**src/rtl/truth_table_scanner.sv**
```systemverilog
// Exhaustive tester for a 4-input combinational function block: steps vec through 0..15,
// samples f_in after SETTLE cycles per vector, and compares the table against EXPECTED.
module truth_table_scanner #(
  parameter logic [15:0] EXPECTED = 16'h0727,
  parameter logic [15:0] DC_MASK  = 16'h0000,
  parameter int          SETTLE   = 1
) (
  input  logic        clk,
  input  logic        rst,
  input  logic        start,
  input  logic        f_in,
  output logic [3:0]  vec,
  output logic        busy,
  output logic        done,
  output logic [15:0] tbl,
  output logic        pass,
  output logic [3:0]  fail_idx,
  output logic [4:0]  fail_cnt,
  output logic [1:0]  dbg_state
);

  // Handshake: start is a level request, accepted on a rising edge while IDLE (or on the
  // DONE exit edge); done is a one-cycle pulse with all result outputs valid in that cycle.

  typedef enum logic [1:0] {
    IDLE = 2'd0,
    SCAN = 2'd1,
    DONE = 2'd2
  } state_t;

  localparam logic [3:0] LAST_CNT = 4'(SETTLE - 1);

  state_t      state_q, state_d;
  logic [3:0]  vec_q, vec_d;
  logic [3:0]  cnt_q, cnt_d;
  logic [15:0] scan_q, scan_d;
  logic [15:0] tbl_q, tbl_d;
  logic        pass_q, pass_d;
  logic [3:0]  fail_idx_q, fail_idx_d;
  logic [4:0]  fail_cnt_q, fail_cnt_d;

  logic [15:0] tbl_sampled;
  logic [15:0] mismatch;
  logic [4:0]  m_cnt;
  logic [3:0]  m_idx;

  // Table as it will look once the current vector's sample is written in.
  always_comb begin
    tbl_sampled        = scan_q;
    tbl_sampled[vec_q] = f_in;
    mismatch           = (tbl_sampled ^ EXPECTED) & ~DC_MASK;
    m_cnt              = '0;
    m_idx              = '0;
    for (int i = 0; i < 16; i++) begin
      m_cnt = m_cnt + 5'(mismatch[i]);
    end
    for (int i = 15; i >= 0; i--) begin
      if (mismatch[i]) m_idx = 4'(i);
    end
  end

  always_comb begin
    state_d    = state_q;
    vec_d      = vec_q;
    cnt_d      = cnt_q;
    scan_d     = scan_q;
    tbl_d      = tbl_q;
    pass_d     = pass_q;
    fail_idx_d = fail_idx_q;
    fail_cnt_d = fail_cnt_q;
    case (state_q)
      IDLE: begin
        if (start) begin
          state_d = SCAN;
          vec_d   = '0;
          cnt_d   = '0;
          scan_d  = '0;
        end
      end
      SCAN: begin
        if (cnt_q == LAST_CNT) begin
          scan_d = tbl_sampled;
          vec_d  = vec_q + 4'd1;
          cnt_d  = '0;
          if (vec_q == 4'd15) begin
            state_d    = DONE;
            tbl_d      = tbl_sampled;
            pass_d     = (mismatch == 16'h0000);
            fail_cnt_d = m_cnt;
            fail_idx_d = m_idx;
          end
        end else begin
          cnt_d = cnt_q + 4'd1;
        end
      end
      DONE: begin
        // The DONE exit edge doubles as the IDLE acceptance edge, giving a
        // 16*SETTLE+1 start-to-start period when start is held high.
        state_d = IDLE;
        if (start) begin
          state_d = SCAN;
          vec_d   = '0;
          cnt_d   = '0;
          scan_d  = '0;
        end
      end
      default: state_d = IDLE;
    endcase
  end

  always_ff @(posedge clk or posedge rst) begin
    if (rst) begin
      state_q    <= IDLE;
      vec_q      <= '0;
      cnt_q      <= '0;
      scan_q     <= '0;
      tbl_q      <= '0;
      pass_q     <= 1'b0;
      fail_idx_q <= '0;
      fail_cnt_q <= '0;
    end else begin
      state_q    <= state_d;
      vec_q      <= vec_d;
      cnt_q      <= cnt_d;
      scan_q     <= scan_d;
      tbl_q      <= tbl_d;
      pass_q     <= pass_d;
      fail_idx_q <= fail_idx_d;
      fail_cnt_q <= fail_cnt_d;
    end
  end

  assign vec       = vec_q;
  assign busy      = (state_q == SCAN);
  assign done      = (state_q == DONE);
  assign tbl       = tbl_q;
  assign pass      = pass_q;
  assign fail_idx  = fail_idx_q;
  assign fail_cnt  = fail_cnt_q;
  assign dbg_state = state_q;

endmodule
```
**config.mk**
```make
export PLATFORM = sky130hd
export DESIGN_NAME = truth_table_scanner
export DESIGN_NICKNAME = d
export VERILOG_FILES = /design/src/rtl/truth_table_scanner.sv
export SDC_FILE = /design/constraint.sdc
export NUM_CORES = 1
export LEC_CHECK = 0
export ABC_AREA = 1
export CORE_ASPECT_RATIO = 1.2
export CORE_MARGIN = 2
export CORE_UTILIZATION = 35
export CTS_CLUSTER_SIZE = 8
export DETAILED_ROUTE_END_ITERATION = 12
export PLACE_DENSITY = 0.58
export SYNTH_ARGS = -nofsm -noshare
export SYNTH_HDL_FRONTEND = slang
export SYNTH_SLANG_ARGS = --single-unit
```
**constraint.sdc**
```tcl
create_clock -name clk -period 11.48 [get_ports clk]
set_input_delay 1.722 -clock clk [delete_from_list [all_inputs] [get_ports clk]]
set_output_delay 1.722 -clock clk [all_outputs]
set_load 0.01 [all_outputs]
```
## Word-level counts from Yosys, hierarchy flattened

Cells that the tools add are included.

- Register bits: 52
- Logic and storage cells: 77

- Add/subtract/negate cells: 17
- Order comparisons: 2
- Equality and inequality tests: 7
- Mux-type cells: 32
- Bitwise logic cells: 1
- Reductions and logical operators: 10

Operator list:

| operator | count |
|---|---|
| $mux 4 | 19 |
| $add 5x1->5 | 11 |
| $mux 16 | 2 |
| $pmux 16 s2 | 1 |
| $bwmux 16 | 1 |
| $logic_not 16->1 | 1 |
| $pmux 4 s2 | 2 |
| $reduce_and 3->1 | 3 |
| $add 4x1->4 const B | 2 |
| $not 7->7 | 1 |
| $mux 2 | 3 |
| $ne 2x1->1 const B | 3 |
| $pmux 2 s3 | 1 |
| $add 4x1->5 | 1 |
| $lt 4x5->1 const B | 1 |
| $add 3x1->4 | 1 |
| $demux 1 s4 | 1 |
| $eq 4x4->1 const B | 1 |
| $ge 4x1->1 const B | 1 |
| $logic_not 4->1 | 1 |
| $add 2x1->3 | 1 |
| $add 1x1->2 | 1 |
| $eq 2x1->1 const B | 1 |
| $eq 2x2->1 const B | 1 |
| other kinds (7) | 8 |

## Depth between registers and ports, before layout

- Depth after elaboration: 21
- Mapped depth: 24
- Mapped depth without buffers: 24

## Worst setup path after synthesis

OpenSTA, ideal clock, no wires.

- Kind: in2reg
- From: input f_in
- To: register fail_cnt_q[3], in the netlist fail_cnt[3]
- Library setup time: 0.125 ns
- Arrival time: 5.212 ns
- Required time: 11.355 ns
- Path slack: 6.143 ns
- Stages: 15
- Path buffers: 1
- Cell sequence: inv_2 -> buf_4 -> o21ai_0 -> fa_1 -> fa_1 -> fa_1 -> inv_1 -> fa_1 -> inv_1 -> ha_1 -> a21oi_1 -> nor2_1 -> nor2_1 -> xnor2_1 -> mux2_2

- Elaborated cells on any way between the ends: 17
- Those cells by class: add/sub: 15; mux: 1; bitwise: 1

RTL lines:

| item | RTL line | RTL |
|---|---|---|
| start, declared | 11 | `input logic f_in,` |
| $bwmux 16 | 50 | `tbl_sampled[vec_q] = f_in;` |
| named net mismatch[4] | 43 | `logic [15:0] mismatch;` |
| $add 4x1->5 | 55 | `m_cnt = m_cnt + 5'(mismatch[i]);` |
| $add 5x1->5 (11 in a row) | 55 |  |
| end signal, assigned | 129 | `fail_cnt_q <= fail_cnt_d;` |
| end, declared | 40 | `logic [4:0] fail_cnt_q, fail_cnt_d;` |

The timed path passes the listed nets, and every way through them passes these cells.
A chain may end at the register's enable or synchronous reset.

## Worst setup path after layout

Ends and elaborated chain as after synthesis.

==> key figures <==
Setup path
  • Worst Setup Start Kind: primary input
  • Worst path slowest cell: clkdlybuf4s50_1
  • Crit path DAT: ~6 ns
  • Crit-path cells: clkdlybuf4s50_1 -> inv_2 -> o21ai_0 -> fa_1 -> fa_1 -> fa_1 -> inv_1 -> fa_1 -> inv_1 -> ha_1 -> a21oi_1 -> nor2_1 -> nor2_1 -> xnor2_1 -> mux2_2
  • Critical path capture point type: register
  • Reg2Reg Setup Slack: between 6 and 7 ns
  • Worst reg2reg path depth: 16
  • FF-to-FF Start: vec[0]
  • R2r endpoint: fail_cnt[3]
  • Critical Path RT: between 10 and 15 ns
  • Crit path max fanout: 12
  • Critical path class: primary input to register
  • Worst path max stage delay: roughly 0.61 ns
  • Most used cell, CP: fa_1

STA
  • Final Critical Period: 5.80 ns
  • Worst slew pin tran: between 1 and 1.5 ns
  • Setup violators final: 0
  • Worst clock skew: ~0.0095 ns
  • Hold Slack: 0.495 ns
  • Setup TNS: 0 ns
  • Slew headroom: between 20% and 30%
  • Achievable frequency: about 170 MHz
  • Final-report max-slew violation count: 0
  • Final Cycle Share: 50.5%
  • Final hold viol count: 0
  • RSZ-0062 raised after global routing: no

Clocking
  • Clk root buf: clkbuf_8
  • Register clock-pin slew on the reported worst setup and hold paths: around 0.1 ns
  • Total setup buffers inserted after CTS: 0
  • Htree depth: 2
  • TritonCTS clock tree: yes
  • Clock Path Buffers: 2
  • Clock Sinks: 52
  • CTS buffer count: 5
  • Resize count post-CTS: 0
  • Clock Latency Late Sink: 0.31 ns
  • Hold_buf cts: 0

Placed design
  • Hpwl dp: approximately 4.8 mm
  • GP Congestion: 0.887
  • # port buffers: 37

Global route
  • Largest net degree at the start of global routing: 53
  • GR Util All Layers: about 16%
  • Grt ovf: 0
  • Initial antenna violation count: 0
  • Vias in the first global route: approximately 2200
  • First-pass GRT wire length: roughly 11 mm

Detailed routing
  • Routed WL per cell: 14.0 um
  • Final WL: around 6.6 mm
  • Routed vias: approximately 2300
  • Post-DRT Antenna Nets: 0
  • DRT iter0 DRCs: ~130
  • Drt drc: 0
  • Drt pass-1 iters: 4
  • Via density: 4.91

Finish
  • Seq. cell area: around 0.0013 mm^2
  • Diode count: 0
  • FILL cells: 833
  • Share of layout cells above drive strength 1: ~8%
  • Final nets: approximately 400
  • Synthesis-to-layout area growth: 17.5%
  • Area of the multi-input gates: between 0.001 and 0.0015 mm^2

Floorplanning
  • Row count: 36
  • Die X: between 80 and 90 um
  • Initial Util: 36.0%
  • Die Ht: approximately 100 um
  • I/O pin cnt: 38
  • Die area: between 0.009 and 0.01 mm^2
  • Core area: 0.00811 mm^2

Logic synthesis
  • Syn nets: 366
  • Post-synthesis cell count: between 300 and 400
  • Mapped Avg Cell Area: ~8.6 um^2
  • Yosys warnings: 0
  • Synth unique cells: 32
  • Synthesized area: roughly 0.0029 mm^2
  • Flops & latches, synth: 52
  • Seq/Total Area, Yosys: 44.6%

Min path
  • Hold path start: fail_idx[1]
  • Hold worst-path end: fail_idx[1]
  • Worst hold stages: 2
  • Hold Crit Class: register to register

Run
  • Max cap viols: 0

Outcome
  • Status: finished, final reports clean
==> cell usage after synthesis, drive strengths merged <==
| library cell | count | share of area [%] |
|---|---|---|
| dfrtp | 52 | 45 |
| nor4 | 2 | 1.2 |
| a22o | 1 | 0.30 |
| ha | 14 | 6.0 |
| nor2 | 14 | 2.6 |
| nor3 | 2 | 0.73 |
| a21o | 1 | 0.26 |
| inv | 51 | 6.6 |
| nand3 | 22 | 3.8 |
| xnor2 | 3 | 0.90 |
| o21ai | 46 | 8.1 |
| buf | 4 | 1.3 |
| nand2 | 91 | 12 |
| o22ai | 7 | 1.5 |
| xor2 | 2 | 0.60 |
| nand4 | 4 | 0.86 |
| a21oi | 7 | 1.3 |
| a32o | 1 | 0.34 |
| mux2 | 1 | 0.39 |
| fa | 8 | 5.5 |
| clkbuf | 5 | 0.64 |
| o211ai | 2 | 0.51 |
==> cell families after synthesis <==
group	share of synthesized area (%)
AND/OR/NAND/NOR	21.1
AO/OA/AOI/OAI	12.4
buffers and inverters	8.58
flip-flops	44.6
adder cells (fa/ha/maj)	11.5
XOR/XNOR	1.50
multiplexers	0.386
==> placed cells by master (no fill, tap or decap), types with 2 or more instances in the layout <==
cell,Yosys,routed
inv_1,41,40
ha_1,14,14
a21oi_1,6,6
nor2_4,3,3
o21ai_1,10,10
clkdlybuf4s50_1,0,37
xor2_1,2,2
nand2_2,3,3
nand2_1,88,88
clkbuf_8,0,5
nand4_1,4,4
o211ai_1,2,2
xnor2_1,3,3
inv_2,9,10
fa_1,8,8
o21ai_0,34,34
o21ai_2,2,2
dfrtp_1,52,52
o22ai_1,7,7
nor2_1,11,11
nand3_1,22,22
==> metrics by stage <==
step           cell area (um^2)  std cells  utilization (%)  worst slack (ns)
2_1_floorplan              2920        340                -              6.14
3_3_place_gp               3350        463             41.3              5.43
3_5_place_dp               3350        463             41.3              5.34
4_1_cts                    3430        470             42.3              5.68
5_1_grt                    3430        470             42.3              5.39
6_report                   3430        470             42.3              5.68
==> final cells by class <==
cell class | instances | share of cell area [%]
multi-input combinational | 228 | 39.9
sequential | 52 | 38.0
timing repair buffer | 37 | 10.8
inverter | 51 | 5.66
tap | 95 | 3.47
clock buffer | 6 | 2.12
clock inverter | 1 | 0.146
==> registers in the layout (all words and copies together) (netlist names) <==
name,count
cnt_q,4
vec,4
fail_cnt,5
scan_q,16
tbl,16
dbg_state,2
pass,1
fail_idx,4
==> how the worst max path moves through the flow <==
| stage | from | endpoint | slack (ns) | cells after the start |
|---|---|---|---|---|
| 2_1_floorplan | f_in | fail_cnt[3] | 6.14 | 15 |
| 3_3_place_gp | f_in | fail_cnt[3] | 5.43 | 15 |
| 3_5_place_dp | f_in | fail_cnt[3] | 5.34 | 15 |
| 4_1_cts | f_in | fail_cnt[3] | 5.68 | 15 |
| 5_1_grt | f_in | fail_cnt[3] | 5.39 | 15 |
| 6_report | f_in | fail_cnt[3] | 5.68 | 15 |
==> worst max-delay path, delay by kind of cell <==
family | cells | cell delay, ns
XOR/XNOR | 1 | 0.07
AND/OR/NAND/NOR | 2 | 0.16
multiplexers | 1 | 0.25
buffers and inverters | 4 | 0.88
AO/OA/AOI/OAI | 2 | 0.60
adder cells (fa/ha/maj) | 5 | 2.31
==> metal layers <==
metal	track usage, %	vias up	part of all wire (%)
li1	-	1163	-
met3	2.86	12	2.9
met2	23.6	40	46
met4	6.37	0	2.6
met5	0	-	0
met1	21.9	1093	48
Power is not shown: default switching activity piles up to over one toggle a cycle in this logic, so the estimate is an artifact.
==> RTL edit: new RTL, same flow settings <==
Add an input register stage for `start` and `f_in`; this delays them by one clock. Comments in the files are not updated.
--- a/src/rtl/truth_table_scanner.sv
+++ b/src/rtl/truth_table_scanner.sv
@@ -30,6 +30,14 @@
 
   localparam logic [3:0] LAST_CNT = 4'(SETTLE - 1);
 
+  logic start_q;
+  logic f_q;
+
+  always_ff @(posedge clk) begin
+    start_q <= start;
+    f_q     <= f_in;
+  end
+
   state_t      state_q, state_d;
   logic [3:0]  vec_q, vec_d;
   logic [3:0]  cnt_q, cnt_d;
@@ -47,7 +55,7 @@
   // Table as it will look once the current vector's sample is written in.
   always_comb begin
     tbl_sampled        = scan_q;
-    tbl_sampled[vec_q] = f_in;
+    tbl_sampled[vec_q] = f_q;
     mismatch           = (tbl_sampled ^ EXPECTED) & ~DC_MASK;
     m_cnt              = '0;
     m_idx              = '0;
@@ -70,7 +78,7 @@
     fail_cnt_d = fail_cnt_q;
     case (state_q)
       IDLE: begin
-        if (start) begin
+        if (start_q) begin
           state_d = SCAN;
           vec_d   = '0;
           cnt_d   = '0;
@@ -97,7 +105,7 @@
         // The DONE exit edge doubles as the IDLE acceptance edge, giving a
         // 16*SETTLE+1 start-to-start period when start is held high.
         state_d = IDLE;
-        if (start) begin
+        if (start_q) begin
           state_d = SCAN;
           vec_d   = '0;
           cnt_d   = '0;
Behaviour: not the same (Yosys sat finds a counterexample within 4 cycles, from zero or initial values and one cycle with rst high).
==> RTL edit against the original RTL <==
Maximum frequency increased by 29%; sequential cell count grew 2; synthesized area rose by 3.3%; critical endpoint unchanged; first-iteration DRC count up 2.3%; die area rose by 3.2%; wire length grew 3.0%; design area up 4.5%; clock skew down 0.0033 ns; sequential share of layout area decreased by 0.50 points; setup slack gained 1.3 ns; register-to-register slack gained 0.09 ns.
Power is left out: the tool's default activity adds up to more than one toggle a clock period on the data nets, which glitch-free logic cannot reach.
==> RTL edit: results (changes against the original RTL) <==
| Metric | Value |
|---|---|
| Via-to-Cell Ratio | `4.73 (-3.6%)` |
| Total track usage | `16.1% (+0.46 points)` |
| Synth Net Count | `379 (+3.6%)` |
| NumNets Final | `413 (+3.0%)` |
| Top cells by count, synth | `nand2_1 (82), dfrtp_1 (52), inv_1 (41), o21ai_0 (38), nand3_1 (24)` |
| PortBufs | `37 (unchanged)` |
| Largest net degree at the start of global routing | `53 (unchanged)` |
| Library cells used by synthesis | `34 (+6.3%)` |
| Dpl ws | `7.04 ns (+1.69 ns)` |
| First-pass GRT wire length | `11900 microns (+5.7%)` |
| Crit-path max FO | `6 (-6)` |
| Post-Place Cells | `497 (+7.3%)` |
| Worst-margin pin slew | `0.727 ns (-0.382 ns)` |
| Clock skew | `0.00627 ns (-0.00326 ns)` |
| Iteration-0 DRC Markers | `135 (+2.3%)` |
| Routability Congestion | `0.866 (-2.4%)` |
| Layout cells sized above 1 | `10.3% (+2.3 points)` |
| Cts repair resizes | `0 (unchanged)` |
| Cell count after synthesis | `353 (+3.8%)` |
| Status | `finished clean` |
| Post-DP HPWL | `4970 microns (+4.5%)` |
| Routed wire length | `6770 microns (+3.0%)` |
| Fillcell total | `847 (+1.7%)` |
| Worst Hold Class | `reg2reg` |
| FFs w/ async S/R, synth | `96.3% (-3.7 points)` |
| Sequential-to-total area share from yosys stat | `44.5% (-0.097 points)` |
| Vias in the first global route | `2401 (+8.2%)` |
| Die area | `9370 sq um (+3.2%)` |
| Postcts setup bufs | `0 (unchanged)` |
| CTS buffer count | `5 (unchanged)` |
| Worst EP arrival | `4.66 ns (-1.34 ns)` |
| Area contributors post-synth | `dfrtp_1 (43%), nand2_1 (10%), o21ai_0 (6.3%), ha_1 (5.8%), fa_1 (5.3%)` |
| Final Non-Filler Cells | `505 (+7.4%)` |
| Synth Warn # | `0 (unchanged)` |
| Initial antenna violation count | `0 (unchanged)` |
==> RTL edit: cell families (layout without fill, tap and decap cells) <==
family | count (synthesis) | after routing | share of synthesized area, %
and+or+nand+nor | 138 | 138 | 21.5
xor gates and xnor gates | 5 | 5 | 1.45
AOI/OAI and AO/OA | 68 | 68 | 12.3
DFF | 54 | 54 | 44.5
buffers and inverters | 66 | 101 | 9.09
adders and majority gates | 22 | 22 | 11.1
==> RTL edit: routing by layer <==
metal | global-route usage, % | part of all wire, % | vias to the layer above
li1 | - | - | 1202
met1 | 22.0 | 45 | 1122
met2 | 25.6 | 49 | 56
met3 | 2.58 | 4.5 | 11
met4 | 5.41 | 2.2 | 0
met5 | 0 | 0 | -
==> RTL edit: cell type report <==
class	instances	area (sq um)	share of cell area [%]
Clock buffer	6	72.6	2.03
Clock inverter	2	37.5	1.05
Inverter	55	206	5.77
Multi-Input combinational cell	233	1400	39.1
Sequential cell	54	1340	37.5
Tap cell	117	146	4.09
Timing Repair Buffer	38	378	10.6
==> RTL edit: worst paths after layout <==
path	start	slack (ns)	depth (start not counted)	end
max	vec[0]	6.99	16	fail_cnt[3]
min	fail_cnt[0]	0.48	2	fail_cnt[0]
max reg2reg	vec[0]	6.99	16	fail_cnt[3]
min reg2reg	fail_cnt[0]	0.48	2	fail_cnt[0]
max in group asynchronous	rst	9.14	3	vec[0]
min in group asynchronous	rst	1.91	3	pass
==> RTL edit: per-stage QoR <==
stage	hold slack [ns]	area, sq um
after detailed placement	0.463	3470
after floorplan	0.469	3010
after global placement	0.462	3470
after CTS	0.490	3580
final	0.483	3580
after global routing	0.517	3580
==> RTL edit: critical path: stages (launching register included) <==
cell and delay [ns]:
dfrtp_1 0.42, inv_1 0.16, ha_1 0.30, nand3_1 0.13, o21ai_1 0.38, fa_1 0.50, fa_1 0.44, fa_1 0.51
inv_1 0.05, fa_1 0.60, inv_1 0.06, ha_1 0.29, a21oi_1 0.14, nor2_1 0.05, nor2_1 0.10, xor2_1 0.15
o21ai_0 0.08
